===== config.mk =====
export PLATFORM = sky130hd
export DESIGN_NAME = memory_s_sp_2048_x_8_word_master
export DESIGN_NICKNAME = d
export VERILOG_FILES = /design/src/rtl/memory_s_sp_2048_x_8_word_master.sv
export SDC_FILE = /design/constraint.sdc
export NUM_CORES = 1
export LEC_CHECK = 0
export BUFFER_PORTS_ARGS = -buffer_cell sky130_fd_sc_hd__buf_2
export CORE_UTILIZATION = 55
export CTS_CLUSTER_DIAMETER = 50
export DETAILED_ROUTE_END_ITERATION = 6
export HOLD_SLACK_MARGIN = 0.1
export PLACE_DENSITY = 0.85
export SYNTH_ARGS = -nofsm -noshare
export SYNTH_HDL_FRONTEND = slang
export SYNTH_SLANG_ARGS = --single-unit

===== constraint.sdc =====
create_clock -name sram_clock_i -period 4.4 [get_ports sram_clock_i]
set_input_delay 1.32 -clock sram_clock_i [delete_from_list [all_inputs] [get_ports sram_clock_i]]
set_output_delay 1.32 -clock sram_clock_i [all_outputs]
set_load 0.02 [all_outputs]

===== src/rtl/memory_s_sp_2048_x_8_word_master.sv =====
// Word-to-byte initiator for the 2048x8 single-port SRAM: splits one 32-bit client
// access into four byte accesses and reassembles read bytes into a word.
module memory_s_sp_2048_x_8_word_master #(
    parameter int unsigned SramAddrWidth = 11
) (
    input  logic                     sram_clock_i,
    input  logic                     sram_reset_n_i,
    input  logic                     client_req_i,
    input  logic                     client_write_i,
    input  logic [SramAddrWidth-3:0] client_address_i,
    input  logic [3:0]               client_byte_enables_i,
    input  logic [31:0]              client_write_data_i,
    output logic                     client_ack_o,
    output logic [31:0]              client_read_data_o,
    output logic                     client_busy_o,
    output logic                     sram_read_o,
    output logic                     sram_write_o,
    output logic [SramAddrWidth-1:0] sram_address_o,
    output logic [7:0]               sram_write_data_o,
    input  logic [7:0]               sram_read_data_i
);

    typedef enum logic [1:0] {StIdle, StAccess, StReadTail, StAck} state_e;

    state_e                   state_q, state_d;
    logic [1:0]               lane_q, lane_d;
    logic                     write_q, write_d;
    logic [SramAddrWidth-3:0] addr_q, addr_d;
    logic [3:0]               be_q, be_d;
    logic [31:0]              wdata_q, wdata_d;
    logic [31:0]              rdata_q, rdata_d;
    logic [1:0]               cap_lane;

    always_ff @(posedge sram_clock_i or negedge sram_reset_n_i) begin
        if (!sram_reset_n_i) begin
            state_q <= StIdle;
            lane_q  <= 2'd0;
            write_q <= 1'b0;
            addr_q  <= '0;
            be_q    <= 4'd0;
            wdata_q <= 32'd0;
            rdata_q <= 32'd0;
        end else begin
            state_q <= state_d;
            lane_q  <= lane_d;
            write_q <= write_d;
            addr_q  <= addr_d;
            be_q    <= be_d;
            wdata_q <= wdata_d;
            rdata_q <= rdata_d;
        end
    end

    // Read data lags the strobe by one cycle, so it belongs to the previous lane.
    assign cap_lane = lane_q - 2'd1;

    always_comb begin
        state_d = state_q;
        lane_d  = lane_q;
        write_d = write_q;
        addr_d  = addr_q;
        be_d    = be_q;
        wdata_d = wdata_q;
        rdata_d = rdata_q;
        unique case (state_q)
            StIdle: begin
                if (client_req_i) begin
                    write_d = client_write_i;
                    addr_d  = client_address_i;
                    be_d    = client_byte_enables_i;
                    wdata_d = client_write_data_i;
                    lane_d  = 2'd0;
                    state_d = StAccess;
                end
            end
            StAccess: begin
                lane_d = lane_q + 2'd1;
                if (!write_q && lane_q != 2'd0) begin
                    rdata_d[{cap_lane, 3'b000} +: 8] = sram_read_data_i;
                end
                if (lane_q == 2'd3) begin
                    state_d = write_q ? StAck : StReadTail;
                end
            end
            StReadTail: begin
                rdata_d[31:24] = sram_read_data_i;
                state_d        = StAck;
            end
            StAck: begin
                state_d = StIdle;
            end
            default: begin
                state_d = StIdle;
            end
        endcase
    end

    // SRAM side is decoded from registered state only.
    always_comb begin
        sram_read_o       = 1'b0;
        sram_write_o      = 1'b0;
        sram_address_o    = '0;
        sram_write_data_o = 8'd0;
        if (state_q == StAccess) begin
            sram_address_o = {addr_q, lane_q};
            if (write_q) begin
                sram_write_o      = be_q[lane_q];
                sram_write_data_o = wdata_q[{lane_q, 3'b000} +: 8];
            end else begin
                sram_read_o = 1'b1;
            end
        end
    end

    assign client_ack_o       = (state_q == StAck);
    assign client_busy_o      = (state_q != StIdle);
    assign client_read_data_o = rdata_q;

endmodule


==> metrics.md, run 1 <==
| Metric | Value |
|---|---|
| Slowest stage delay, CP | about 930 ps |
| Die span in y | 84.4 um |
| Inserted Clock Buffers | 9 |
| Remaining global-route overflow | 0 |
| Hold Crit Start | client_read_data_o[7] |
| Mux share of post-synthesis cell area | 20.3% |
| Final design utilization | between 60% and 70% |
| Die W | 84.4 um |
| Synth Area in Adders | 3.69% |
| Pleak | 2.28 nW |
| Buffers on Ports | 111 |
| Status | finished, violations left |
| Clock Path Buffers | 2 |
| Area share of and/or/nand/nor cells after synthesis | 9.89% |
| Slew HR | 29.9% |
| Final HPWL from detailed placement | 5390 um |
| Routed WL | between 7000 and 8000 um |
| Avg Inst Size Synth | 13.3 um^2 |
| H-tree depth | 3 |
| Fin crit share | 82.0% |
| I/O pins | between 100 and 150 |
| Gpl congestion | 0.786 |
| Slew Viols, Final | 0 |
| First-pass GRT wire length | 12,700 um |
| Max VDD drop | 0.347 mV |
| Library cells used by synthesis | 34 |
| First-pass detailed-route iteration total | 7 |
| Hold Fails Final Rpt | 0 |
| Largest family of logic cells by synthesized area | multiplexers |
| Critical path data required time | about 3100 ps |
| Worst setup SP type | flip-flop |
| DR iter-0 viols | 116 |
| Crit end category | primary output |
| Max Fclk | about 0.28 GHz |
| Share of cells above drive strength 1 | between 40 and 50% |
| Initial antenna violation count | 0 |
| Post-Synthesis Cells | 281 |
| Largest net degree at the start of global routing | 83 |
| Post-CTS Setup Inserts | 0 |
| Sequential share of the synthesized area | a little over half |
| Antenna Cells | 0 |
| Compound-Gate Fraction of Synth Area | 7.88% |
| Root buffer cell | clkbuf_8 |
| Vias in the first global route | around 2,700 |
| Total negative slack | 0 ps |
| CP max stage cell | dfrtp_1 |
| Critical Path AT | 2290 ps |
| Clock Sinks | 82 |
| CP Max Fanout | 19 |
| Critical path type | reg -> out |
| RSZ-0062 raised after global routing | no |
| Launch point of the critical path | lane_q[0] |
| DR WL/cell | 16.1 um |
| Layout net count | 457 |
| Yosys warnings | 0 |
| FF-to-FF Start | lane_q[0] |
| # Max-Cap Violations | 0 |
| GRT Resource Usage Total | 22.8% |
| Initial core utilization | 57.8% |
| Post-CTS Resized | 0 |
| Via-to-Cell Ratio | 5.57 |
| Mapped Area | 3730 um^2 |
| Worst-Skew Late Latency | 340 ps |
| Area Overhead vs Synth | 20.8% |
| Worst-path clk slew | 70 ps |
| Net count after synthesis | 349 |
| Number of flops mapped to enable cells by yosys | 0 |
| DR vias | 2,616 |
| Setup violators final | 0 |
| DRC viols | 9 |
| Hold Path Class | reg -> reg |
| Top_reg_cell synth | dfrtp_1 |
| Worst-Margin Slew | approximately 1000 ps |
| Async SR Flop Fraction | 100% |
| Violated checks | DRC |
| CTS tree | built |
| Core area | 6460 um^2 |
| Hold buffers post-CTS | 0 |
| Worst-path cell chain | mux4_1, and3_1, buf_2 |
| Area of the die | ~7100 um^2 |
| Clock skew | 10.2 ps |
| Site Rows | 29 |
| Min Tclk post-route | between 3000 and 4000 ps |
| Post-Synth XOR/XNOR Area | 0.235% |
| PwrDens | 759 nW/um^2 |
| Post-route ant nets | 0 |
| Number of synthesized register bits | 82 |
[through the flow]
stage	hold WS, ps	cells	setup WS (ps)	instance area (um^2)	total power [W]
floorplan	470	281	1640	3730	0.00246
global placement	455	455	1200	4300	0.00280
detailed placement	466	455	1130	4300	0.00287
CTS	484	470	754	4510	0.00345
global route	512	470	676	4510	0.00364
finish	476	470	793	4510	0.00342
[critical path: cells and delay by family, from the launching register on]
family | cells | cell delay, ps
DFF | 1 | 930
and+or+nand+nor | 1 | 200
muxes | 1 | 660
buffers and inverters | 1 | 160
[area by class of cell]
| type | instances | area (um^2) |
|---|---|---|
| Clock inverter | 5 | 78.8 |
| Timing Repair Buffer | 112 | 566 |
| Tap cell | 77 | 96.3 |
| Fill cell | 493 | 1950 |
| Multi-Input combinational cell | 178 | 1570 |
| Inverter | 6 | 22.5 |
| Clock buffer | 10 | 128 |
| Sequential cell | 82 | 2050 |
[cells in the mapped netlist, types with 3 or more instances]
cell	number	area, um^2
nand2_1	33	124
o21ai_0	18	90.1
nor2_1	3	11.3
clkbuf_1	5	18.8
inv_1	6	22.5
a211oi_1	3	22.5
a22o_1	16	140
nand4bb_1	3	33.8
mux2_2	47	529
dfrtp_1	82	2050
and2_1	10	62.6
mux4_1	4	105
and3_1	9	56.3
buf_2	7	35.0
mux4_2	5	113
ha_1	11	138
[worst paths after layout]
check                                    endpoint  slack (ps)  cells past startpoint
max reg2reg                client_read_data_o[21]        1510                      5
max in group asynchronous               lane_q[0]        2630                      1
min reg2reg                 client_read_data_o[7]         480                      2
min                         client_read_data_o[7]         480                      2
max                          sram_write_data_o[7]         790                      3
min in group asynchronous  client_read_data_o[22]        1130                      1
[cell usage in the layout, fill, tap and decap left out, drive strengths merged]
cell	instances
a32oi	1
a21oi	1
mux2	47
o21ai	18
a32o	1
dfrtp	82
a2bb2oi	1
a21o	1
clkinv	2
and3	10
a211oi	3
nor2	3
buf	112
mux2i	1
and2	11
bufinv	2
xor2	1
nor2b	2
nand2	34
mux4	9
nor3b	2
a22o	16
inv	7
nand4bb	3
ha	11
nor4	2
clkbuf	10
[state kept, by name (all words and copies together) (netlist names)]
signal,count
lane_q,2
state_q,2
be_q,4
client_read_data_o,32
wdata_q,32
write_q,1
addr_q,9
[routing by layer]
layer | GRT usage, % | up-vias | wire, um
li1 | - | 1223 | -
met1 | 27.6 | 1280 | 3140
met2 | 39.7 | 101 | 3800
met3 | 6.10 | 12 | 543
met4 | 8.32 | 0 | 105
met5 | 0 | - | 0
[where the power goes]
part           switching [W]  internal, W  total [W]  leakage [nW]
Combinational       0.000756     0.000723    0.00148          1.16
Clock               0.000256     0.000317   0.000573         0.107
Sequential          0.000262      0.00111    0.00137          1.01
[cells by family (layout without fill, tap and decap cells)]
kind of cell / Yosys count / in the layout
buffers and inverters: 21 / 133
DFF: 82 / 82
muxes: 57 / 57
xor gates and xnor gates: 1 / 1
adders and majority gates: 11 / 11
and+or+nand+nor: 67 / 67
AOI/OAI and AO/OA: 42 / 42
Note: power is estimated with default switching activity, not from simulation.
==> inputs of run 2 (changes only) <==
--- a/config.mk
+++ b/config.mk
@@ -6,11 +6,11 @@
 export NUM_CORES = 1
 export LEC_CHECK = 0
 export BUFFER_PORTS_ARGS = -buffer_cell sky130_fd_sc_hd__buf_2
-export CORE_UTILIZATION = 55
+export CORE_UTILIZATION = 46
 export CTS_CLUSTER_DIAMETER = 50
 export DETAILED_ROUTE_END_ITERATION = 6
 export HOLD_SLACK_MARGIN = 0.1
-export PLACE_DENSITY = 0.85
+export PLACE_DENSITY = 0.76
 export SYNTH_ARGS = -nofsm -noshare
 export SYNTH_HDL_FRONTEND = slang
 export SYNTH_SLANG_ARGS = --single-unit
==> constraint.sdc (replaced) <==
create_clock -name sram_clock_i -period 3.1 [get_ports sram_clock_i]
set_input_delay 0.93 -clock sram_clock_i [delete_from_list [all_inputs] [get_ports sram_clock_i]]
set_output_delay 0.93 -clock sram_clock_i [all_outputs]
set_load 0.02 [all_outputs]
==> metrics.md, run 2 (synthesis results as in run 1) <==
| Metric | Value |
|---|---|
| Final Cell Area | 4590 um^2 |
| Post-route ant nets | 0 |
| Final design utilization | around 59% |
| PwrDens | approximately 1100 nW/um^2 |
| Hold Fails Final Rpt | 0 |
| Critical path's top delay family | flip-flops |
| Leading cell types in the layout, fill and taps excluded | buf_2 (110), dfrtp_1 (82), mux2_2 (47) |
| P_int | approximately 0.0030 W |
| Sequential share of power | about 40% |
| Clock network fraction of total power | 16.0% |
| First-pass GRT wire length | 13,100 um |
| Critical Path AT | between 2000 and 2500 ps |
| Crit end category | primary output |
| Layout net count | 461 |
| Commonest non-fill, non-tap cell in the layout | buf_2 |
| Area of the die | roughly 8500 um^2 |
| Crit path buf inv count | 1 |
| Fin crit share | around 96% |
| Critical path data required time | 2170 ps |
| GRT Resource Usage Total | 19.9% |
| Placed cell areas | 4390 um^2 |
| Final HPWL from detailed placement | 5800 um |
| Largest net degree at the start of global routing | roughly 50 |
| Slowest stage delay, CP | 730 ps |
| Total negative slack | 0 ps |
| Slew Viols, Final | 0 |
| Worst-path cell chain | mux4_1, and3_1, buf_2 |
| DR vias | approximately 2,600 |
| Antenna Cells | 0 |
| Die W | 92.1 um |
| Worst-Margin Slew | 597 ps |
| CP Max Fanout | 10 |
| Tot Pwr | 0.00485 W |
| Post-CTS Setup Inserts | 0 |
| Initial core utilization | a little under half |
| Setup violators final | 0 |
| # Max-Cap Violations | 0 |
| Die span in y | 92.1 um |
| DR iter-0 viols | 90 |
| Critical path type | reg -> out |
| Post-CTS Resized | 0 |
| Clock Path Buffers | 2 |
| Sw frac | 38.3% |
| H-tree depth | 3 |
| Pleak | around 2.3 nW |
| Worst-path clk slew | 80 ps |
| Clock skew | ~11 ps |
| Worst-Skew Late Latency | approximately 350 ps |
| Root buffer cell | clkbuf_8 |
| Worst setup SP type | flip-flop |
| DR WL/cell | 15.9 um |
| Hold buffers post-CTS | 0 |
| Site Rows | 32 |
| Combinational share of power | 44.1% |
| DRC viols | 0 |
| Routed WL | approximately 7900 um |
| Max Fclk | 0.335 GHz |
| Slew HR | 60.2% |
| RSZ-0062 raised after global routing | no |
| I/O pins | roughly 110 |
| Core area | 7810 um^2 |
| Via-to-Cell Ratio | between 5 and 6 |
| Min Tclk post-route | a little under 3000 ps |
| Area Overhead vs Synth | 23.0% |
| CTS tree | built |
| Max VDD drop | 0.446 mV |
| Buffers on Ports | 111 |
| Hold Path Class | reg -> reg |
| CP max stage cell | dfrtp_1 |
| First-pass detailed-route iteration total | 4 |
| P_sw | 0.00186 W |
| Inserted Clock Buffers | 9 |
| Remaining global-route overflow | 0 |
| Clock Sinks | 82 |
| Share of cells above drive strength 1 | 47.7% |
| Status | finished, final reports clean |
| Gpl congestion | ~0.79 |
| Initial antenna violation count | 0 |
| Vias in the first global route | approximately 2,700 |
==> run 2: cell types whose count changed in the layout (fill, tap and decap cells not counted) <==
cell	delta
clkinv_4	+3
buf_12	+2
buf_4	+2
bufinv_16	-1
clkbuf_1	-1
clkinv_2	-1
clkinvlp_4	+1
==> run 2: power groups by stage <==
stage	Clock [W]	Combinational, W	Sequential, W
after CTS	0.000794	0.00216	0.00194
after detailed placement	0	0.00216	0.00196
after floorplan	0	0.00149	0.00200
after global routing	0.000837	0.00235	0.00200
after global placement	0	0.00208	0.00192
final	0.000777	0.00214	0.00194
==> run 2: final timing paths <==
| kind | from | to | slack [ps] | cells past startpoint |
|---|---|---|---|---|
| hold reg to reg | client_read_data_o[7] | client_read_data_o[7] | 480 | 2 |
| setup reg to reg | lane_q[0] | client_read_data_o[22] | 650 | 7 |
| hold / removal | client_read_data_o[7] | client_read_data_o[7] | 480 | 2 |
| min in group asynchronous | sram_reset_n_i | client_read_data_o[17] | 530 | 1 |
| setup / recovery | lane_q[0] | sram_write_data_o[1] | 120 | 3 |
| max in group asynchronous | sram_reset_n_i | be_q[2] | 1950 | 2 |
==> run 2: metal layers <==
| layer | global-route usage [%] | share of wire, % |
|---|---|---|
| met1 | 25.4 | 42 |
| met2 | 32.0 | 48 |
| met3 | 6.47 | 8.6 |
| met4 | 6.51 | 1.5 |
| met5 | 0 | 0 |
==> run 2: layout make-up <==
cell class	instances	area, um^2
Sequential cell	82	2050
Tap cell	102	128
Timing Repair Buffer	116	621
Inverter	6	22.5
Clock buffer	9	124
Clock inverter	7	77.6
Fill cell	675	3220
Multi-Input combinational cell	178	1570
==> run 2: tightest hold or removal path: cells and delay by family (launching register included) <==
family,cells,cell delay (ps)
compound gates,1,60
flops,1,350
simple gates,1,40
==> run 2: metrics by stage <==
stage / setup slack, ps / hold WS, ps / cells
after floorplan: 732 / 470 / 281
after global placement: 527 / 456 / 484
after detailed placement: 481 / 469 / 484
after CTS: 102 / 488 / 500
after global routing: 21.9 / 516 / 500
final: 117 / 484 / 500
